===== src/rtl/tff_counter.sv =====
// Loadable up/down modulo counter built as a chain of toggle cells with wrap and load override.
// Latency: Q and Wrap update one clock after qualifying inputs; Tc is combinational (zero latency).
// Backpressure: none; the counter advances on every enabled edge, and Tc feeds a cascaded stage's En.
module tff_counter #(
    parameter int WIDTH   = 4,
    parameter int MODULUS = 10
) (
    input  logic             i_clk,
    input  logic             i_rst_n,
    input  logic             i_en,
    input  logic             i_up,
    input  logic             i_load,
    input  logic [WIDTH-1:0] i_din,
    output logic [WIDTH-1:0] o_q,
    output logic             o_tc,
    output logic             o_wrap
);

    localparam logic [WIDTH-1:0] LP_MAX = WIDTH'(MODULUS - 1);

    logic [WIDTH-1:0] r_q;
    logic             r_wrap;

    logic [WIDTH-1:0] w_mask;
    logic             w_carry;
    logic             w_term;
    logic [WIDTH-1:0] w_load_val;
    logic [WIDTH-1:0] w_wrap_val;
    logic [WIDTH-1:0] w_next;

    // Bit i toggles when every lower bit is 1 (counting up) or 0 (counting down).
    always_comb begin
        w_mask  = '0;
        w_carry = 1'b1;
        for (int i = 0; i < WIDTH; i++) begin
            w_mask[i] = w_carry;
            w_carry   = w_carry & (i_up ? r_q[i] : ~r_q[i]);
        end
    end

    assign w_term     = i_up ? (r_q == LP_MAX) : (r_q == '0);
    assign o_tc       = i_en & ~i_load & w_term;
    assign w_load_val = (i_din > LP_MAX) ? LP_MAX : i_din;
    assign w_wrap_val = i_up ? '0 : LP_MAX;

    always_comb begin
        w_next = r_q;
        if (i_load) begin
            w_next = w_load_val;
        end else if (i_en) begin
            w_next = w_term ? w_wrap_val : (r_q ^ w_mask);
        end
    end

    always_ff @(posedge i_clk or negedge i_rst_n) begin
        if (!i_rst_n) begin
            r_q    <= '0;
            r_wrap <= 1'b0;
        end else begin
            r_q    <= w_next;
            r_wrap <= o_tc;
        end
    end

    assign o_q    = r_q;
    assign o_wrap = r_wrap;

endmodule


===== config.mk =====
export PLATFORM = sky130hd
export DESIGN_NAME = tff_counter
export DESIGN_NICKNAME = d
export VERILOG_FILES = /design/src/rtl/tff_counter.sv
export SDC_FILE = /design/constraint.sdc
export NUM_CORES = 1
export LEC_CHECK = 0
export BUFFER_PORTS_ARGS = -buffer_cell sky130_fd_sc_hd__buf_2
export CAP_MARGIN = 10
export CORE_UTILIZATION = 30
export CTS_CLUSTER_DIAMETER = 200
export DETAILED_ROUTE_END_ITERATION = 8
export GPL_ROUTABILITY_DRIVEN = 1
export PLACE_DENSITY = 0.64
export SLEW_MARGIN = 40
export SYNTH_ARGS = -nofsm -noshare
export SYNTH_HDL_FRONTEND = slang
export SYNTH_SLANG_ARGS = --single-unit

===== constraint.sdc =====
create_clock -name i_clk -period 2.15 [get_ports i_clk]
set_clock_uncertainty 0.15 [all_clocks]
set_input_delay 0.1075 -clock i_clk [delete_from_list [all_inputs] [get_ports i_clk]]
set_output_delay 0.1075 -clock i_clk [all_outputs]
set_load 0.05 [all_outputs]

After elaboration in Yosys (flattened, before gate mapping)

Cells that the tools add are included.

Bits in writable memories: 0
ROM bits: 0
Memories kept: 0
Output and inout bits: 6
Logic and storage cells: 24
Register bits: 5
Latch bits: 0

Eq/ne operators: 1
Shift-type cells: 0
Reduce and logical (&&, ||, !) cells: 2
Order comparisons: 1
Multiply operators: 0
Muxes and demuxes: 9
Add/subtract/negate cells: 0
Bitwise gates (word level): 9
Div/mod/pow operators: 0

Operators by type and width:

| operator           | number |
|---|---|
| $mux 4             | 5 |
| $and 1x1->1        | 4 |
| $eq 4x4->1 const B | 1 |
| $gt 4x4->1 const B | 1 |
| $logic_not 4->1    | 1 |
| $mux 1             | 4 |
| $not 1->1          | 4 |
| $xor 4x4->4        | 1 |
| $reduce_bool 2->1  | 1 |

Logic depth before layout (Yosys ltp)

Gate-level depths: netlist of the first run.

Depth in word-level cells: 8
Depth in mapped cells: 5
Mapped depth without buffers: 4

Worst setup path before layout of the first run

OpenSTA, ideal clock, no wires.

Path kind: reg2reg
From: register r_q[0], in the netlist o_q[0]
To: register r_wrap, in the netlist o_wrap
Stages on the path, launching flop included: 4
Path buffers: 1
Period minus slack after synthesis: 3.493 ns
Slack: -1.343 ns
Setup time: 0.311 ns
Data arrival time: 3.033 ns
Path through: dfrtp_1 > buf_6 > or3_1 > a2111oi_1

Cells in the longest elaborated chain, start to end: 3

RTL lines:

| what                                                 | line | text |
|---|---|---|
| start: declaration                                   | 21   | `logic [WIDTH-1:0] r_q;` |
| start signal: assignment                             | 60   | `r_q <= w_next;` |
| $eq 4x4->1 / $logic_not 4->1 (equally long branches) | 41   | `assign w_term = i_up ? (r_q == LP_MAX) : (r_q == '0);` |
| $mux 1 *                                             | 41   |  |
| $and 1x1->1 *                                        | 42   | `assign o_tc = i_en & ~i_load & w_term;` |
| net o_tc                                             | 15   | `output logic o_tc,` |
| end signal: assignment                               | 61   | `r_wrap <= o_tc;` |
| end: declaration                                     | 22   | `logic r_wrap;` |

The timed path passes the listed nets; every way through them passes the cells marked *.
A chain may end at the register's enable or synchronous reset.

Worst setup path after layout of the first run

From: register r_q[0], in the netlist o_q[0]
To: output port o_tc

Cells in the longest elaborated chain, start to end: 3

RTL lines:

| what                                                 | line |
|---|---|
| $eq 4x4->1 / $logic_not 4->1 (equally long branches) | 41 |
| $mux 1 *                                             | 41 |
| $and 1x1->1 *                                        | 42 |
| end: declaration                                     | 15 |

Every way passes the cells marked *; elsewhere a longest branch is shown, timed or not.

==> reports/metrics.cfg, run 1 <==
[sta]
fmax_mhz=494
fin_crit_sh=0.941
finalSetupViolations=0
fin_ws_ps=126
rsz0062_at_grt=false
finalMaxSlewViolations=0
post-route-min-period_ps=2020
hold_viol_final=0
hold_slack_ps=35.0
tns_ps=0
relSlewSlack=0.715
tightest_slew_ps=427

[floorplan]
num_rows=13
die_h_um=39.2
ios=15
core_mm2=0.00130
initial_utilization=0.319
dieArea_mm2=0.00154
die_width_um=39.2

[finish]
instances_no_fill=81
layout-drive-gt1-share=0.333
area_growth_pct=30.4
stdcell_area_um2=542
fill_cells=136
nets=76
n_antenna_cell=0

[worst_setup_path]
path_buf_inv=1
worstSetupPathDepth=3
max_stage_delay_ps=480
rr_worst_depth=4
crit_type=reg -> out
critPathRequiredTime_ps=1890
cp-start-kind=flip-flop
cp-end-kind=output port
startpoint=o_q[0]
cp.arrival_ps=1770
crit_path_top_delay_cell=dfrtp_2
crit_fanout=11
reg2reg_from=o_q[2]
crit_path_cell_trace=or3_4, a2111oi_4, buf_2
crit_family=flip-flops

[logic_synthesis]
synth_mux_area_frac=0
synth_top_family_by_area=compound AO/OA/AOI/OAI gates
yosys.area_share.simple=0.208
yosysTopAreaCellShare=0.301
netlist_area_um2=415
synth_xor_area_frac=0.102
synth_compound_area_frac=0.250
ys_seq_area_frac=0.301
synth_adder_area_share=0
synth.top_cells.by_area=dfrtp_1, a21oi_1, xnor2_1
yosys.area.top_type=dfrtp_1
synth_cells=50
ys_warn_count=0
ys_ff_latch=5
yosysUniqueCellTypes=26
synth_fp_nets=59
syn-mean-instance-area_um2=8.31

[worst_hold_path]
hp-class=in -> reg
hold_start=i_din[3]
holdPathStages=3

[drt]
post_drt_wl_per_cell_um=11.0
num_vias=407
drt-initial-drc-count=20
routed_wl_um=890
dr.pass1.iters=4
ant_nets=0
drc=0
via_per_inst=5.02

[clocking]
clock-sinks=5
cts_hold_buffers=3
clk_latency_ps=240
cts_tree=built
ctsRootBufferMaster=clkbuf_4
cts_buffer_depth=2
numCtsBuffers=3
htreeDepth=1
cts_setup_buffers=0
cts_resized=0
clk_pin_slew_ps=40

[power]
p_leak_uw=0.000238
peakVddDrop_mv=0.601
power_density_mw_per_mm2=729

[grt]
first_global_vias=302
gr-total-overflow=0
grt_pass1_wl_um=1440
grt_max_degree=12
grt_use_total=0.149
grt_antenna_before_repair=0

[run_status]
outcome=completed

[run]
drv_cap=0

[place]
post-place-ws_ps=367
placed_cells=74
gp_congestion=0.765
placed_cell_area_um2=485
hpwl_um=655
io_buffers=14

==> per-layer routing <==
layer  share of wire  global-route usage  wire [um]
met5               0                   0          0
met4               0              0.0517          0
met2            0.40               0.175        353
met3            0.11              0.0867         95
met1            0.50               0.214        441
==> final timing paths <==
path / to / slack, ps
max reg2reg: o_q[3] / 520
min: o_q[3] / 30
max: o_tc / 130
min in group asynchronous: o_q[3] / 50
min reg2reg: o_wrap / 490
max in group asynchronous: o_q[0] / 1650
==> worst reg2reg max path, delay by kind of cell, from the launching register on <==
kind | cells | cell delay [ps]
and+or+nand+nor | 2 | 620
AOI/OAI and AO/OA | 2 | 270
DFF | 1 | 510
==> layout make-up <==
cell class                 count  area, um^2  area share
multi-input combinational     36         255       0.471
timing repair buffer          17         100       0.185
tap                           15        18.8      0.0346
clock buffer                   4        26.3      0.0485
inverter                       4        15.0      0.0277
sequential                     5         126       0.233
==> registers in the layout, summed over array words and instances (netlist names) <==
register / count
o_wrap: 1
o_q: 4
==> synth_stat cells <==
cell type,instances
xnor2_1,3
o21ai_1,2
o21ai_0,3
nand3_1,2
a21oi_1,6
nand2_1,2
or4_4,1
inv_1,4
nand4_1,1
nor2_1,2
a2111oi_1,1
dfrtp_1,5
nor2b_1,1
buf_2,1
or3_1,3
nand3b_1,1
o211ai_1,1
a32oi_1,1
a211oi_1,1
nand2b_1,1
buf_4,2
o31ai_1,1
o21a_1,1
buf_6,2
nor3_1,1
xnor2_2,1
==> metrics by stage <==
step / util / total power (uW)
floorplan: - / 260
finish: 0.416 / 395
CTS: 0.416 / 401
global route: 0.416 / 421
detailed placement: 0.373 / 283
global placement: 0.373 / 283
==> kinds of logic after synthesis <==
family	after synthesis
DFF	5
AOI/OAI and AO/OA	17
and+or+nand+nor	15
buffers and inverters	9
xor gates and xnor gates	4
==> report_power, final <==
group | internal [uW] | switching, uW | total, uW | leakage, uW
logic | 60.4 | 88.4 | 149 | 0.000164
registers | 106 | 33.5 | 140 | 0.0000589
clock network | 70.0 | 36.4 | 106 | 0.0000150
==> placed cells by master, fill, tap and decap left out, types with 2 or more instances in the layout <==
cell type	instances
o21ai_0	3
dlygate4sd3_1	3
or3_1	2
nor2_1	2
a21oi_1	6
buf_2	14
inv_1	4
xnor2_1	3
nand2_1	2
o21ai_1	2
dfrtp_1	4
nand3_1	2
clkbuf_4	3
Power figures use the tool's default switching activity.
==> run 2, diff against run 1 <==
==> constraint.sdc (replaced) <==
create_clock -name i_clk -period 2.15 [get_ports i_clk]
set_clock_uncertainty 0.15 [all_clocks]
set_input_delay 0.43 -clock i_clk [delete_from_list [all_inputs] [get_ports i_clk]]
set_output_delay 0.43 -clock i_clk [all_outputs]
set_load 0.05 [all_outputs]
==> reports/metrics.cfg, run 2 (synthesis gave the netlist of run 1 again) <==
[worst_setup_path]
cp.arrival_ps=1590
crit_path_cell_trace=or3_4, a2111oi_4, buf_6
cp-end-kind=output port
critPathRequiredTime_ps=1570
crit_path_top_delay_cell=dfrtp_2
crit_type=reg -> out
crit_fanout=2
max_stage_delay_ps=400
cp-start-kind=flip-flop

[run]
drv_cap=0

[drt]
routed_wl_um=952
via_per_inst=4.98
drc=0
num_vias=413
highest_layer=met3
post_drt_wl_per_cell_um=11.5
drt-initial-drc-count=10
wl_met1_um=444
ant_nets=0
dr.pass1.iters=4
wl_met2_um=443
dr_wl_met3_um=64

[grt]
grt_use_total=0.169
grt_antenna_before_repair=0
grt_max_degree=12
first_global_vias=381
grt_pass1_wl_um=1660
gr-total-overflow=0

[run_status]
outcome=finished with violations
violations=setup timing

[floorplan]
die_width_um=39.2
ios=15
die_h_um=39.2
dieArea_mm2=0.00154
core_mm2=0.00130
num_rows=13
initial_utilization=0.319

[finish]
postLayoutCoreUtil=0.433
nets=78
largest_register_ffs=4
layout.cells.most_common_list=buf_2, a21oi_1, inv_1, dfrtp_1, buf_4
regArea_um2=126
area_growth_pct=35.5
final_common_cell=buf_2
n_antenna_cell=0
multi_input_area_um2=260
fill_cells=134
layout-drive-gt1-share=0.397

[sta]
fin_ws_ps=-22.4
rsz0062_at_grt=true
fmax_mhz=460
post-route-min-period_ps=2170
tightest_slew_ps=397
hold_viol_final=0
finalMaxSlewViolations=0
finalSetupViolations=1
relSlewSlack=0.735
hold_slack_ps=329
fin_crit_sh=1.01

[clocking]
numCtsBuffers=3
clk_latency_ps=240
ctsRootBufferMaster=clkbuf_4
clk_pin_slew_ps=40
cts_tree=built
cts_setup_buffers=0
htreeDepth=1
clock-sinks=5
cts_buffer_depth=2

[power]
p_leak_uw=0.000251
peakVddDrop_mv=0.354
power_density_mw_per_mm2=723

[place]
gp_congestion=0.759
io_buffers=14
post-place-ws_ps=-14.2
hpwl_um=752

[worst_hold_path]
hp-class=in -> reg

[run 2: changes by cell type in the layout (fill, tap and decap cells not counted), sizes merged]
cell	before	now
buf	14	18
dlygate4sd3	3	1
[run 2: path summary, 6_finish.rpt]
path | start | endpoint | cells past startpoint | slack (ps)
min reg2reg | o_q[1] | o_wrap | 1 | 370
min | i_din[0] | o_q[0] | 3 | 330
max | o_q[0] | o_tc | 3 | -20
max reg2reg | o_q[0] | o_q[3] | 5 | 510
max in group asynchronous | i_rst_n | o_q[0] | 2 | 1330
min in group asynchronous | i_rst_n | o_q[2] | 2 | 380
[run 2: per-layer routing]
| layer | vias up | GRT usage |
|---|---|---|
| met4 | 0 | 0.0517 |
| li1 | 215 | - |
| met5 | - | 0 |
| met1 | 182 | 0.183 |
| met2 | 16 | 0.283 |
| met3 | 0 | 0.0867 |
[run 2: cell type report]
| cell class | count | area share |
|---|---|---|
| sequential | 5 | 0.224 |
| tap | 15 | 0.0333 |
| clock buffer | 4 | 0.0467 |
| multi-input combinational | 36 | 0.462 |
| inverter | 4 | 0.0267 |
| timing repair buffer | 19 | 0.207 |
[run 2: worst max-delay path: cells and delay by family (launching register included)]
family                 cells  cell delay [ps]
buffers and inverters      1              210
DFF                        1              400
and+or+nand+nor            1              390
AOI/OAI and AO/OA          1              360
[run 2: repair_timing]
action,in CTS,in global routing
hold endpoints to repair,5,0
gates resized for setup,3,0
hold buffers,1,0
setup endpoints to repair,1,1
[run 2: stage by stage]
stage / instance area (um^2) / power [uW] / setup TNS [ps] / instances
floorplan: 439 / 260 / -216 / 50
global placement: 515 / 296 / 0 / 78
detailed placement: 515 / 299 / -14.2 / 78
CTS: 563 / 414 / -35.8 / 83
global route: 563 / 436 / -82.0 / 83
finish: 563 / 407 / -22.4 / 83
[run 2: power by group]
group / internal [uW] / switching [uW] / leakage (uW) / total (uW)
sequential: 106 / 17.9 / 0.0000589 / 124
clock: 70.1 / 37.2 / 0.0000150 / 107
combinational: 67.6 / 108 / 0.000177 / 176
